--- config.mk ---
export PLATFORM = sky130hd
export DESIGN_NAME = wave_capture
export DESIGN_NICKNAME = d
export VERILOG_FILES = /design/src/rtl/wave_capture_pkg.sv /design/src/rtl/wave_capture_zero_cross.sv /design/src/rtl/wave_capture.sv
export SDC_FILE = /design/constraint.sdc
export NUM_CORES = 1
export LEC_CHECK = 0
export BUFFER_PORTS_ARGS = -buffer_cell sky130_fd_sc_hd__buf_2
export CAP_MARGIN = 20
export CORE_AREA = 2 2 62 49
export DETAILED_ROUTE_END_ITERATION = 6
export DIE_AREA = 0 0 64 51
export HOLD_SLACK_MARGIN = 0.05
export PLACE_DENSITY_LB_ADDON = 0.2
export SLEW_MARGIN = 20
export SYNTH_ARGS = -nofsm -noshare
export SYNTH_HDL_FRONTEND = slang
export SYNTH_SLANG_ARGS = --single-unit
export TNS_END_PERCENT = 20
--- constraint.sdc ---
create_clock -name clk -period 2.65 [get_ports clk]
set_clock_uncertainty 0.05 [all_clocks]
set_input_delay 0.1325 -clock clk [delete_from_list [all_inputs] [get_ports clk]]
set_output_delay 0.1325 -clock clk [all_outputs]
set_load 0.01 [all_outputs]
--- src/rtl/wave_capture_pkg.sv ---
// rtl/wave_capture_pkg.sv - shared capture/display constants and sample conversion
package wave_capture_pkg;

  localparam logic [1:0] ST_ARMED  = 2'd0;
  localparam logic [1:0] ST_ACTIVE = 2'd1;
  localparam logic [1:0] ST_WAIT   = 2'd2;

  localparam int ADDR_W = 9;
  localparam int DISP_W = 8;

  // Flipping the sign bit turns a two's-complement byte into offset binary.
  localparam logic [DISP_W-1:0] OB_FLIP = 8'h80;

  function automatic logic [DISP_W-1:0] to_offset_binary(input logic [DISP_W-1:0] msbyte);
    return msbyte ^ OB_FLIP;
  endfunction

endpackage

--- src/rtl/wave_capture_zero_cross.sv ---
// rtl/wave_capture_zero_cross.sv - zero_cross_detect: flags a negative-to-non-negative sample step
module zero_cross_detect (
  input  logic clk,
  input  logic reset,
  input  logic sample_valid,
  input  logic sample_msb,
  output logic crossing
);

  logic prev_neg_q;
  logic prev_neg_d;

  always_comb begin
    prev_neg_d = prev_neg_q;
    if (sample_valid) begin
      prev_neg_d = sample_msb;
    end
  end

  always_ff @(posedge clk or posedge reset) begin
    if (reset) begin
      prev_neg_q <= 1'b0;
    end else begin
      prev_neg_q <= prev_neg_d;
    end
  end

  assign crossing = sample_valid & prev_neg_q & ~sample_msb;

endmodule

--- src/rtl/wave_capture.sv ---
// rtl/wave_capture.sv - triggered ping-pong frame capture of codec samples for the scope display
// Optional macro WAVE_CAPTURE_AUTO_TRIGGER_EN forces a capture after AUTO_TIMEOUT untriggered samples.
module wave_capture
  import wave_capture_pkg::*;
#(
  parameter int SAMPLE_W     = 16,
  parameter int N_SAMPLES    = 256,
  parameter int AUTO_TIMEOUT = 1024
) (
  input  logic                clk,
  input  logic                reset,
  input  logic                new_sample_ready,
  input  logic [SAMPLE_W-1:0] new_sample_in,
  input  logic                wave_display_idle,
  output logic [ADDR_W-1:0]   write_address,
  output logic                write_enable,
  output logic [DISP_W-1:0]   write_sample,
  output logic                read_index
);

  localparam int OFF_W = $clog2(N_SAMPLES);

  logic [1:0]        state_q, state_d;
  logic [OFF_W-1:0]  offset_q, offset_d;
  logic              read_index_q, read_index_d;
  logic              write_enable_q, write_enable_d;
  logic [ADDR_W-1:0] write_address_q, write_address_d;
  logic [DISP_W-1:0] write_sample_q, write_sample_d;

  logic crossing;
  logic trigger;
  logic write_now;
  logic last_slot;
  logic unused_sample_lsbs;

  assign unused_sample_lsbs = ^new_sample_in[SAMPLE_W-DISP_W-1:0];

  zero_cross_detect u_zero_cross (
    .clk          (clk),
    .reset        (reset),
    .sample_valid (new_sample_ready),
    .sample_msb   (new_sample_in[SAMPLE_W-1]),
    .crossing     (crossing)
  );

`ifdef WAVE_CAPTURE_AUTO_TRIGGER_EN
  localparam int CNT_W = $clog2(AUTO_TIMEOUT + 1);

  logic [CNT_W-1:0] quiet_cnt_q, quiet_cnt_d;
  logic             timed_out;

  assign timed_out = (quiet_cnt_q >= CNT_W'(AUTO_TIMEOUT));
  assign trigger   = crossing | (new_sample_ready & timed_out);

  // Held at zero outside ARMED, so every entry into ARMED starts a fresh count.
  always_comb begin
    quiet_cnt_d = quiet_cnt_q;
    if (state_q != ST_ARMED || trigger) begin
      quiet_cnt_d = '0;
    end else if (new_sample_ready) begin
      quiet_cnt_d = quiet_cnt_q + CNT_W'(1);
    end
  end

  always_ff @(posedge clk or posedge reset) begin
    if (reset) begin
      quiet_cnt_q <= '0;
    end else begin
      quiet_cnt_q <= quiet_cnt_d;
    end
  end
`else
  localparam int unused_auto_timeout = AUTO_TIMEOUT;

  assign trigger = crossing;
`endif

  assign last_slot = (offset_q == OFF_W'(N_SAMPLES - 1));
  assign write_now = ((state_q == ST_ARMED) && trigger) ||
                     ((state_q == ST_ACTIVE) && new_sample_ready);

  always_ff @(posedge clk or posedge reset) begin
    if (reset) begin
      state_q <= ST_ARMED;
    end else begin
      state_q <= state_d;
    end
  end

  always_comb begin
    state_d = state_q;
    case (state_q)
      ST_ARMED:  if (trigger) state_d = ST_ACTIVE;
      ST_ACTIVE: if (new_sample_ready && last_slot) state_d = ST_WAIT;
      ST_WAIT:   if (wave_display_idle) state_d = ST_ARMED;
      default:   state_d = ST_ARMED;
    endcase
  end

  // Offset is always 0 in ARMED, so one write path serves the trigger sample too.
  always_comb begin
    offset_d        = offset_q;
    read_index_d    = read_index_q;
    write_enable_d  = 1'b0;
    write_address_d = write_address_q;
    write_sample_d  = write_sample_q;
    if (write_now) begin
      write_enable_d  = 1'b1;
      write_address_d = {~read_index_q, (ADDR_W-1)'(offset_q)};
      write_sample_d  = to_offset_binary(new_sample_in[SAMPLE_W-1 -: DISP_W]);
      offset_d        = last_slot ? '0 : offset_q + OFF_W'(1);
    end
    if (state_q == ST_WAIT && wave_display_idle) begin
      read_index_d = ~read_index_q;
    end
  end

  always_ff @(posedge clk or posedge reset) begin
    if (reset) begin
      offset_q        <= '0;
      read_index_q    <= 1'b0;
      write_enable_q  <= 1'b0;
      write_address_q <= '0;
      write_sample_q  <= '0;
    end else begin
      offset_q        <= offset_d;
      read_index_q    <= read_index_d;
      write_enable_q  <= write_enable_d;
      write_address_q <= write_address_d;
      write_sample_q  <= write_sample_d;
    end
  end

  assign write_enable  = write_enable_q;
  assign write_address = write_address_q;
  assign write_sample  = write_sample_q;
  assign read_index    = read_index_q;

endmodule

==> metrics.md, run 1 <==
| Metric | Value |
|---|---|
| Worst skew pair latency | `around 0.35 ns` |
| Syn_area_per_cell | `between 9 and 10 um^2` |
| CTS sink cnt | `30` |
| Hold WC Path Type | `in -> reg` |
| Antenna diodes | `0` |
| Layout cells sized above 1 | `a little over a quarter` |
| Detailed Route WL | `approximately 2500 um` |
| Synth cell types | `25` |
| Antenna Nets Post-Route | `0` |
| Syn Inst Count | `about 130` |
| Vias in the first global route | `slightly below 1000` |
| Final setup violation count | `0` |
| Net Count, Synth | `approximately 150` |
| CP cell instances | `dlygate4sd3_1, buf_2, nand2b_4, a21o_1, inv_1, nand4_1, xnor2_1` |
| Startpoint types | `primary input` |
| Initial Utilization | `45.78%` |
| Initial DRT Pass Iterations | `4` |
| Multi-input logic area | `about 470 um^2` |
| DR top layer | `met4` |
| Worst flop-to-flop path startpoint | `state_q[1]` |
| Iter 0 DRT Violations | `43` |
| Area grow syn2layout | `31.47%` |
| Max-slew violations | `0` |
| Die height | `between 50 and 60 um` |
| H-tree depth | `2` |
| Crit. End Element | `register` |
| Setup slack, reg-to-reg | `around 0.7 ns` |
| Maximum VDD drop | `between 0.4 and 0.5 mV` |
| Core area | `around 2700 um^2` |
| Leakage Power | `0.8660 nW` |
| Overflow after GRT | `0` |
| Power density over cell area | `between 900 and 1000 nW/um^2` |
| Setup TNS | `0 ns` |
| Full die area | `about 3300 um^2` |
| Worst setup path class | `in -> reg` |
| Root Buffer | `clkbuf_4` |
| Cts repair resizes | `0` |
| Ys Warns | `0` |
| Detailed Place HPWL | `~1600 um` |
| First-pass GRT wire length | `about 4200 um` |
| Worst Max-Slew Pin Slew | `0.6411 ns` |
| # IOs | `39` |
| Overall Power | `between 0.0015 and 0.002 W` |
| Clock-pin slew on the worst setup and hold paths | `0.10 ns` |
| WL met3 | `between 100 and 150 um` |
| TritonCTS clock tree | `done` |
| Final nets | `~190` |
| Sequential share of the synthesized area | `59.76%` |
| Hold Path Origin | `new_sample_ready` |
| GP Congestion | `between 0.7 and 0.8` |
| IO Port Bufs | `30` |
| #FFs+latches synth | `30` |
| Number of fillers in the final layout | `between 200 and 250` |
| Num CTS Buffers | `5` |
| Worst endpoint required time | `2.84 ns` |
| Buf/Inv on CP | `3` |
| Die Wd | `roughly 64 um` |
| Max incr delay on CP | `0.54 ns` |
| Dpl cells | `approximately 190` |
| Slew margin rel. | `between 50% and 60%` |
| Total number of vias | `about 1000` |
| Delay-heaviest family, CP | `buffers and inverters` |
| R2r endpoint | `offset_q[4]` |
| Final hold vios | `0` |
| Wirelength per Cell | `11.85 um` |
| Hold EP | `u_zero_cross.prev_neg_q` |
| Worst reg2reg path depth | `5` |
| RSZ-0062 raised after global routing | `no` |
| Vias per cell | `4.848` |
| Cell area after synthesis | `1256 um^2` |
| Final period util | `approximately three quarters` |
| Maximum clock frequency | `about 0.5 GHz` |
| Register area | `roughly 750 um^2` |
| Clock buffer depth | `2` |
| Maxcap violations | `0` |
| GRT Util Overall | `between 10% and 20%` |
| Met1 Routed Length | `~1100 um` |
| CP Max Fanout | `22` |
| Initial antenna violation count | `0` |
| Worst Path Arrival | `roughly 2.2 ns` |
| Routed wl met2 | `about 1200 um` |
| Non-Filler Instances | `between 200 and 250` |
| Crit path time final | `roughly 2.0 ns` |
| Drt drc | `0` |
| Num rows | `17` |
| Status | `complete, no violations` |
| Largest net degree at the start of global routing | `31` |
| Hold depth | `2` |
| Crit-path slowest cell | `inv_1` |
| CP startpoint | `new_sample_in[15]` |
[sequential cells by signal, indices dropped and copies added, names as in the netlist]
name and cells:
write_enable 1, offset_q 8, write_sample 8, u_zero_cross.prev_neg_q 1
read_index 1, write_address 9, state_q 2
[what timing repair did]
action	4_1_cts	5_1_grt
endpoints found under the hold margin	41	0
setup endpoints to repair	0	0
hold buffers	10	0
setup buffers	0	0
[cell usage in the layout, fill, tap and decap left out, types with 2 or more instances in the layout]
| cell type | synthesis | routed |
|---|---|---|
| buf_2 | 2 | 30 |
| clkbuf_4 | 0 | 5 |
| nand4_1 | 2 | 2 |
| buf_4 | 0 | 2 |
| a21oi_1 | 2 | 2 |
| xnor2_1 | 4 | 4 |
| dfrtp_1 | 30 | 30 |
| nand2_1 | 56 | 56 |
| nand2b_4 | 2 | 2 |
| inv_1 | 3 | 3 |
| o211ai_1 | 2 | 2 |
| a21o_1 | 2 | 2 |
| bufinv_16 | 0 | 2 |
| nand3_1 | 4 | 4 |
| o21ai_0 | 2 | 2 |
| dlygate4sd3_1 | 0 | 10 |
| and4_4 | 2 | 2 |
| o31ai_1 | 2 | 2 |
[worst register-to-register path: stages, from the launching register on]
cell and delay [ns]:
dfrtp_1 0.42, nand2b_4 0.17, a21o_1 0.29, inv_1 0.54
nand4_1 0.21, xnor2_1 0.16
[how the worst max path moves through the flow]
stage	end	cells past startpoint
2_1_floorplan	offset_q[3]	4
3_3_place_gp	offset_q[4]	5
3_5_place_dp	offset_q[4]	5
4_1_cts	offset_q[4]	7
5_1_grt	offset_q[4]	7
6_report	offset_q[4]	7
[final cells by class]
class,count,share of cell area (%)
repair buffers,42,16.06
clock inverters,2,3.636
well taps,38,2.879
flip-flops and latches,30,45.45
clock buffers,6,3.106
inverters,3,0.6818
multi-input cells,89,28.18
[through the flow]
stage	cell area (um^2)	setup slack [ns]	hold slack, ns	utilization (%)
6_report	1652	0.6813	0.05534	60.19
3_5_place_dp	1440	0.7312	0.1751	52.49
4_1_cts	1652	0.6709	0.05647	60.19
2_1_floorplan	1256	1.099	0.1733	-
3_3_place_gp	1440	0.7583	0.1688	52.49
5_1_grt	1652	0.5465	0.06646	60.19
[power breakdown]
part           internal (W)  switching [W]  total (W)
clock              0.000320       0.000167   0.000487
combinational      0.000163       0.000205   0.000368
sequential         0.000584       0.000108   0.000692
total               0.00107       0.000480    0.00155
[per-layer routing]
metal	track usage (%)	vias to the layer above
li1	-	505
met1	21.15	480
met2	27.60	23
met3	4.626	10
met4	12.68	0
met5	0	-
[cell usage after synthesis]
| master | number | area share, % |
|---|---|---|
| nand2_1 | 56 | 17 |
| dfrtp_1 | 30 | 60 |
| nand3_1 | 4 | 1.6 |
| xnor2_1 | 4 | 2.8 |
| inv_1 | 3 | 0.90 |
| a21o_1 | 2 | 1.2 |
| a21oi_1 | 2 | 0.80 |
| and4_4 | 2 | 1.8 |
| buf_2 | 2 | 0.80 |
| clkbuf_1 | 2 | 0.60 |
| nand2b_4 | 2 | 2.2 |
| nand4_1 | 2 | 1.0 |
| o211ai_1 | 2 | 1.2 |
| o21ai_0 | 2 | 0.80 |
| o31ai_1 | 2 | 1.2 |
| a211o_1 | 1 | 0.70 |
| buf_6 | 1 | 0.90 |
| ha_1 | 1 | 1.0 |
| mux2_2 | 1 | 0.90 |
| nor2_1 | 1 | 0.30 |
| nor2b_1 | 1 | 0.50 |
| nor3_1 | 1 | 0.40 |
| o32ai_1 | 1 | 0.70 |
| o41ai_1 | 1 | 0.70 |
| or4_1 | 1 | 0.60 |
[cell families after synthesis]
family / share of synthesized area (%)
AOI/OAI and AO/OA: 7.270
xor gates and xnor gates: 2.789
adders and majority gates: 0.9959
buffers and inverters: 3.187
DFF: 59.76
muxes: 0.8964
and+or+nand+nor: 25.10
Note: power is estimated with default switching activity, not from simulation.
==> run 2, diff against run 1 <==
Clock period 2.65 ns to 2.01 ns, I/O delays scaled along.
==> metrics.md, run 2 (synthesized netlist as in run 1, its figures left out) <==
| Metric | Value |
|---|---|
| Status | `complete, no violations` |
| Crit path depth | `4` |
| IO Port Bufs | `30` |
| Worst flop-to-flop path startpoint | `offset_q[0]` |
| Iter 0 DRT Violations | `43` |
| Maximum clock frequency | `between 0.5 and 0.6 GHz` |
| CP cell instances | `ha_1, nand4_1, o32ai_1, dlygate4sd3_1` |
| Die Wd | `about 64 um` |
| Num CTS Buffers | `5` |
| CTS sink cnt | `30` |
| Non-Filler Instances | `between 200 and 250` |
| Worst skew pair latency | `roughly 0.33 ns` |
| Buf/Inv on CP | `1` |
| Root Buffer | `clkbuf_4` |
| Pre-CTS setup slack | `~0.35 ns` |
| Clock buffer depth | `2` |
| GP Congestion | `~0.8` |
| Crit. End Element | `register` |
| Wirelength per Cell | `11.78 um` |
| Total number of vias | `between 1000 and 1500` |
| Layout cells sized above 1 | `approximately a quarter` |
| Antenna diodes | `0` |
| Delay-heaviest family, CP | `buffers and inverters` |
| Worst Path Arrival | `2.02 ns` |
| # IOs | `39` |
| Die height | `approximately 51 um` |
| Post-route setup slack | `about 0.2 ns` |
| Max-slew violations | `0` |
| Maxcap violations | `0` |
| Clock-pin slew on the worst setup and hold paths | `about 0.09 ns` |
| Maximum VDD drop | `0.5390 mV` |
| Worst endpoint required time | `around 2.2 ns` |
| Number of fillers in the final layout | `238` |
| GRT Util Overall | `17.35%` |
| Most frequent cells in the layout | `nand2_1, buf_2, dfrtp_1` |
| TritonCTS clock tree | `done` |
| Hold Buf Count CTS | `12` |
| Power density over cell area | `1084 nW/um^2` |
| Antenna Nets Post-Route | `0` |
| Post-route cell area | `roughly 1600 um^2` |
| Initial DRT Pass Iterations | `4` |
| Overall Power | `approximately 0.0018 W` |
| Setup TNS | `0 ns` |
| Crit-path slowest cell | `dlygate4sd3_1` |
| CP Max Fanout | `7` |
| Detailed Route WL | `roughly 2500 um` |
| Dpl cells | `slightly below 200` |
| Area grow syn2layout | `30.58%` |
| Startpoint types | `register` |
| H-tree depth | `2` |
| Worst Max-Slew Pin Slew | `0.6044 ns` |
| Max incr delay on CP | `about 0.58 ns` |
| Drt drc | `0` |
| R2r endpoint | `state_q[1]` |
| Worst reg2reg path depth | `4` |
| Vias per cell | `just under 5` |
| Crit path time final | `1.809 ns` |
| Final nets | `195` |
| Hold WC Path Type | `in -> async` |
| Most common cell after layout, fill and taps aside | `nand2_1` |
| Initial Utilization | `a little under half` |
| Area after DPL | `~1500 um^2` |
| Worst setup path class | `reg -> reg` |
| Cts repair resizes | `0` |
| Leakage Power | `~0.86 nW` |
| First-pass GRT wire length | `about 4200 um` |
| Final period util | `90.02%` |
| Slew margin rel. | `~60%` |
| Full die area | `roughly 3300 um^2` |
| Num rows | `17` |
| Postcts setup bufs | `0` |
| Setup crit end | `state_q[1]` |
| Vias in the first global route | `around 950` |
| Detailed Place HPWL | `about 1700 um` |
| RSZ-0062 raised after global routing | `no` |
| Largest net degree at the start of global routing | `25` |
| Overflow after GRT | `0` |
| Initial antenna violation count | `0` |
| Setup slack, reg-to-reg | `about 0.2 ns` |
| Final setup violation count | `0` |
| CP startpoint | `offset_q[0]` |
| Max reg flops | `9` |
| Core area | `between 2000 and 3000 um^2` |
| Final hold vios | `0` |
==> run 2: per-layer routing <==
layer | global-route usage (%) | part of all wire [%] | vias up
li1 | - | - | 515
met1 | 21.70 | 48 | 476
met2 | 25.87 | 45 | 28
met3 | 7.930 | 5.7 | 5
met4 | 7.609 | 1.5 | 0
met5 | 0 | 0 | -
==> run 2: where the power goes <==
group          internal [W]  switching (W)
Sequential         0.000770       0.000143
Combinational      0.000223       0.000273
Clock              0.000169       0.000199
==> run 2: metrics by stage <==
stage / utilization [%] / hold WS, ns
after CTS: 59.78 / 0.3409
final: 59.78 / 0.3245
after global routing: 59.78 / 0.3773
after detailed placement: 53.21 / 0.1593
after global placement: 53.21 / 0.1342
after floorplan: - / 0.1413
==> run 2: cell type report <==
cell class,count,area (um^2),share of cell area (%)
multi-input combinational,89,465.4,28.38
clock inverter,1,5.005,0.3051
sequential,30,750.7,45.77
tap,38,47.55,2.899
clock buffer,7,55.05,3.356
timing repair buffer,45,305.3,18.61
inverter,3,11.26,0.6865
==> run 2: worst min-delay path by stage <==
stage / startpoint / endpoint / slack, ns / cells after the start
after floorplan: reset / offset_q[0] / 0.14 / 1
after global placement: reset / write_sample[0] / 0.13 / 2
after detailed placement: reset / write_sample[0] / 0.16 / 2
final: reset / write_sample[0] / 0.32 / 3
after global routing: reset / write_sample[0] / 0.38 / 3
after CTS: reset / write_sample[0] / 0.34 / 3
==> run 2: worst reg2reg max path, stage by stage (launching register included) <==
cell,delay (ns)
dfrtp_1,0.47
ha_1,0.32
nand4_1,0.12
o32ai_1,0.22
dlygate4sd3_1,0.58
